[src/rtl/fifo_accum_drain.sv]
// Drains a burst of len words from an upstream FIFO and sums them (mod 2^DBITS).
// The result is held on sum/sum_valid until the downstream side accepts it.
module fifo_accum_drain #(
    parameter int unsigned DBITS = 64,
    parameter int unsigned LBITS = 8
) (
    input  logic             clock,
    input  logic             reset,
    input  logic             start,
    input  logic [LBITS-1:0] len,
    input  logic             fifo_empty,
    input  logic [DBITS-1:0] fifo_dout,
    output logic             fifo_rd,
    output logic [DBITS-1:0] sum,
    output logic             sum_valid,
    input  logic             sum_ready,
    output logic             busy,
    output logic [LBITS-1:0] words_read
);

    typedef enum logic [1:0] {StIdle, StRead, StDone} state_e;

    state_e           state_q, state_d;
    logic [LBITS-1:0] len_q, len_d;
    logic [LBITS-1:0] issued_q, issued_d;
    logic [LBITS-1:0] words_q, words_d;
    logic [DBITS-1:0] sum_q, sum_d;
    logic             pending_q, pending_d;
    logic             valid_q, valid_d;

    // Gated by reset directly so the strobe drops without waiting for a clock.
    assign fifo_rd = !reset && (state_q == StRead) && !fifo_empty && (issued_q < len_q);

    always_comb begin
        state_d   = state_q;
        len_d     = len_q;
        issued_d  = issued_q;
        words_d   = words_q;
        sum_d     = sum_q;
        pending_d = pending_q;
        unique case (state_q)
            StIdle: begin
                if (start) begin
                    len_d     = len;
                    sum_d     = '0;
                    words_d   = '0;
                    issued_d  = '0;
                    pending_d = 1'b0;
                    state_d   = (len == '0) ? StDone : StRead;
                end
            end
            StRead: begin
                pending_d = fifo_rd;
                if (fifo_rd) begin
                    issued_d = issued_q + LBITS'(1);
                end
                // Data for a read issued last cycle is on fifo_dout now.
                if (pending_q) begin
                    sum_d   = sum_q + fifo_dout;
                    words_d = words_q + LBITS'(1);
                    if (words_d == len_q) begin
                        state_d = StDone;
                    end
                end
            end
            StDone: begin
                if (sum_ready) begin
                    state_d = StIdle;
                end
            end
            default: state_d = StIdle;
        endcase
        valid_d = (state_d == StDone);
    end

    always_ff @(posedge clock or posedge reset) begin
        if (reset) begin
            state_q   <= StIdle;
            len_q     <= '0;
            issued_q  <= '0;
            words_q   <= '0;
            sum_q     <= '0;
            pending_q <= 1'b0;
            valid_q   <= 1'b0;
        end else begin
            state_q   <= state_d;
            len_q     <= len_d;
            issued_q  <= issued_d;
            words_q   <= words_d;
            sum_q     <= sum_d;
            pending_q <= pending_d;
            valid_q   <= valid_d;
        end
    end

    assign sum        = sum_q;
    assign sum_valid  = valid_q;
    assign busy       = (state_q != StIdle);
    assign words_read = words_q;

endmodule

[config.mk]
export PLATFORM = sky130hd
export DESIGN_NAME = fifo_accum_drain
export DESIGN_NICKNAME = d
export VERILOG_FILES = /design/src/rtl/fifo_accum_drain.sv
export SDC_FILE = /design/constraint.sdc
export NUM_CORES = 1
export LEC_CHECK = 0
export ABC_AREA = 1
export ABC_CLOCK_PERIOD_IN_PS = 4400
export BUFFER_PORTS_ARGS = -buffer_cell sky130_fd_sc_hd__buf_4
export CAP_MARGIN = 20
export CORE_MARGIN = 2
export CORE_UTILIZATION = 43
export DETAILED_ROUTE_END_ITERATION = 10
export GPL_ROUTABILITY_DRIVEN = 0
export PLACE_DENSITY_LB_ADDON = 0.08
export SETUP_SLACK_MARGIN = 0.3
export SLEW_MARGIN = 40
export SYNTH_ARGS = -nofsm -noshare
export SYNTH_HDL_FRONTEND = slang
export SYNTH_SLANG_ARGS = --single-unit
[constraint.sdc]
create_clock -name clock -period 4.4 [get_ports clock]
set_input_delay 1.32 -clock clock [delete_from_list [all_inputs] [get_ports clock]]
set_output_delay 1.32 -clock clock [all_outputs]
set_load 0.01 [all_outputs]
Word-level counts from Yosys, hierarchy flattened

Cells that the tools add are included.

Latch bits: 0
Register bits: 92
Memories kept: 0
Word-level logic and storage cells: 47
RAM bits: 0
Output and inout bits: 75
Input bits: 77
ROM bits: 0

Shift-type cells: 0
Multiplexer cells: 16
Eq/ne operators: 7
$lt $le $gt $ge: 1
Add/subtract/negate cells: 3
Divide/modulo/power cells: 0
Bitwise logic cells: 0
Multiply operators: 0
Reductions and logical operators: 13

Operator list:

| kind                                                             | number |
|---|---|
| 64-bit 2-to-1 mux                                                | 2 |
| 64-bit one-hot mux with 2 select lines                           | 1 |
| 64-bit adder                                                     | 1 |
| 8-bit one-hot mux with 2 select lines                            | 2 |
| 8-bit 2-to-1 mux                                                 | 3 |
| 8-bit by 1-bit adder with 8-bit output (second input constant)   | 2 |
| 2-bit 2-to-1 mux                                                 | 5 |
| 8-bit == test                                                    | 1 |
| 8-bit zero test                                                  | 1 |
| 8-bit less-than comparator                                       | 1 |
| 2-bit != test (second input constant)                            | 3 |
| 2-bit one-hot mux with 3 select lines                            | 1 |
| 3-bit AND reduction                                              | 2 |
| 2-bit == test (second input constant)                            | 2 |
| 2-bit AND reduction                                              | 2 |
| 2-bit nonzero test                                               | 2 |
| 1-bit logical AND                                                | 3 |
| 2-bit by 1-bit == test with 1-bit output (second input constant) | 1 |
| 1-bit zero test                                                  | 2 |
| 2-bit zero test                                                  | 1 |
| 1-bit one-hot mux with 2 select lines                            | 1 |
| 1-bit 2-to-1 mux                                                 | 1 |

Depth between registers and ports, before layout

Depth after elaboration: 6
Gate-level depth with buffers: 16
Mapped depth without buffers: 16

Least setup slack after synthesis

OpenSTA, ideal clock, no wires.

Path type: in2out
Start: input port reset
End: output port fifo_rd
Slack: 1.328 ns
Data arrival time: 1.752 ns
Buffers on the path: 0
Cell stages on the path: 3
Required time: 3.080 ns
Cell sequence: nor3_2 nand3_2 inv_1

Word-level cells in the longest chain between the ends: 4

Ends and longest elaborated chain:

| element                        | RTL line | RTL |
|---|---|---|
| start: declaration             | 8        | `input logic reset,` |
| 1-bit zero test (no line)      | -        |  |
| 1-bit logical AND (3 in a row) | 32       | `assign fifo_rd = !reset && (state_q == StRead) && !fifo_empty && (issued_q < len_q);` |
| end: declaration               | 13       | `output logic fifo_rd,` |

Every way passes these cells.

Worst setup path in the final report

Same ends and word-level chain as after synthesis.

==> key figures <==
Yosys
  – Predominant post-synthesis flop cell: dfrtp_1
  – Synth top cells by count: 774 x nand2_1, 357 x inv_1, 101 x nor2_1
  – Mean Syn Cell Area: 5.66 µm²
  – Top cell type's share of synthesized area: 29.6%
  – Synth Instances: 1,736
  – Leading area contributor after synthesis: nand2_1
  – Mapped Area: 0.00983 mm²
  – Post-synth EDFFs: 0
  – Flop and latch count out of synthesis: 92
  – Area contributors post-synth: nand2_1 30%, dfrtp_1 23%, inv_1 14%, ha_1 9.2%, nand3_1 4.0%
  – Sequential fraction of the synthesis area: 23.4%
  – Top-count cell post-synth: nand2_1
  – Async SR Flop Fraction: 100%
  – Netlist cell types: 36
  – Syn nets: 1,886
  – Warnings, synthesis: 0

Drt
  – TritonRoute pass-1 iters: 5
  – Vias: 10,700
  – DRT iter0 DRCs: 728
  – Per-cell routed wire length: 14.7 µm
  – Post-route DRC: 0
  – Routed Antenna Nets: 0
  – Vias per cell: 4.91
  – Drt total wl: 32.1 mm

Worst setup path
  – Setup CP Type: in -> out
  – Top delay family on crit path: simple AND/OR/NAND/NOR gates
  – Startpoint types: input port
  – Critical path's most frequent cell: buf_4
  – Crit path max-delay cell type: nor3_2
  – Critical Path AT: 2.02 ns
  – Cell breakdown of the critical path: buf_4 -> nor3_2 -> nand3_2 -> inv_1 -> buf_4
  – Worst EP required: 3.08 ns
  – Bufs and invs on worst path: 3
  – CP peak stage delay: 0.19 ns
  – CP Capture Type: output port
  – Max FO, Critical Path: 8

Clock network
  – Longest Clk Path Bufs: 2
  – Skew-Pair Late Insertion Delay: 0.37 ns
  – H-tree Lvls: 3
  – Clk slew on worst S/H paths: 0.08 ns
  – TritonCTS clock tree: built
  – Hold_buf cts: 0
  – Root buffer cell: clkbuf_16
  – # Post-CTS Setup Buffers: 0
  – CTS resizes: 0
  – Inserted Clock Buffers: 9
  – Clock sink total: 92

Finish
  – Diodes inserted: 0
  – Nets: 2,035
  – Area Growth Syn to Fin: 17.8%
  – Share of cells above drive strength 1: 12.5%

Status
  – Status: finished clean

Timing
  – Final period utilization: 76.0%
  – Final hold slack: 0.516 ns
  – Relative slew slack: 52.6%
  – Hold Vio Cnt, Final: 0
  – Fmax: 299 MHz
  – Setup WS post-layout: 1.06 ns
  – Skew final: 0.0124 ns
  – Final Max Tran Viols: 0
  – Final Critical Period: 3.34 ns
  – TNS Setup: 0 ns
  – Setup Viol. Count Final: 0
  – Slew of the pin with the lowest slew margin: 0.711 ns
  – RSZ-0062 raised after global routing: false

Floorplan
  – Initial Utilization: 43.5%
  – # rows: 55
  – Die Height: 155 µm
  – Ports: 152
  – Area of the die: 0.0241 mm²
  – Placeable Area: 0.0226 mm²
  – Die width: 155 µm

Global route
  – GRT Util Overall: 26.7%
  – Largest net degree at the start of global routing: 67
  – Initial antenna violation count: 0
  – Vias in the first global route: 9,989
  – Global-route wire length before repair: 50.7 mm
  – GRT overflow: 0

Job
  – Max-Cap Viols: 0

Pwr
  – Peak supply drop: 0.375 mV
  – Leakage: 7.15 nW
  – Total power: 0.00770 W
  – Power per cell area: 665 mW/mm²

Hold path
  – Hold WC Path Type: reg -> reg

Placed design
  – Detail Placement HPWL: 26.3 mm
  – Place WS: 0.965 ns
  – Port Buffers: 151
-- registers in the layout, indices dropped and copies added (netlist names) --
| register | cells |
|---|---|
| issued_q | 8 |
| len_q | 8 |
| pending_q | 1 |
| state_q | 2 |
| sum | 64 |
| sum_valid | 1 |
| words_read | 8 |
-- cells by family after synthesis --
group	Yosys count	share of synthesized area, %
adder cells (fa/ha/maj)	73	9.37
buffers and inverters	383	14.9
XOR/XNOR	18	1.60
AND/OR/NAND/NOR	1032	43.2
AO/OA/AOI/OAI	138	7.49
flip-flops	92	23.4
-- worst register-to-register path: cells and delay by family (launching register included) --
family                 cells  cell delay (ns)
buffers and inverters      4             1.12
AND/OR/NAND/NOR            3             0.82
flip-flops                 1             0.42
AO/OA/AOI/OAI              1             0.09
-- through the flow --
| stage | instances | utilization [%] | area (µm²) |
|---|---|---|---|
| after floorplan | 1736 | - | 9830 |
| after global placement | 2159 | 50.0 | 11300 |
| after detailed placement | 2159 | 50.0 | 11300 |
| after CTS | 2175 | 51.3 | 11600 |
| after global routing | 2175 | 51.3 | 11600 |
| final | 2175 | 51.3 | 11600 |
-- final cells by class --
| class | instances | area [µm²] |
|---|---|---|
| clock buffers | 9 | 225 |
| clock inverters | 7 | 80.1 |
| fillers | 2490 | 11000 |
| inverters | 366 | 1380 |
| multi-input cells | 1261 | 6070 |
| flip-flops and latches | 92 | 2300 |
| well taps | 285 | 357 |
| repair buffers | 155 | 1180 |
-- path summary, 6_finish.rpt --
kind | from | to | slack (ns) | cells past startpoint
max | reset | fifo_rd | 1.06 | 5
min | sum[18] | sum[18] | 0.52 | 2
max reg2reg | state_q[1] | words_read[7] | 1.83 | 8
min reg2reg | sum[18] | sum[18] | 0.52 | 2
max in group asynchronous | reset | sum[33] | 2.41 | 3
min in group asynchronous | reset | issued_q[5] | 1.04 | 2
-- report_power, final --
part / leakage [nW] / internal [W] / switching, W / total (W)
registers: 1.17 / 0.00122 / 0.000354 / 0.00158
logic: 5.84 / 0.00184 / 0.00345 / 0.00529
clock network: 0.146 / 0.000406 / 0.000431 / 0.000837
-- routing by layer --
metal	vias to the layer above	global-route usage (%)	routed length (µm)
met4	0	8.91	885
li1	5526	-	-
met3	57	3.18	2090
met1	4755	36.3	14500
met5	-	0	0
met2	345	44.1	14600
-- layout by cell type, fill, tap and decap left out, types with 8 or more instances in the layout --
cell,count
nand2_1,774
clkbuf_16,9
nor2_2,14
inv_1,355
nor3_1,8
buf_4,154
nand3b_1,9
nand2_2,18
xor2_1,12
inv_2,10
o21ai_0,50
nor2_1,101
a21oi_1,66
ha_1,72
nand3_1,79
dfrtp_1,92
(Power assumes the default switching activity.)
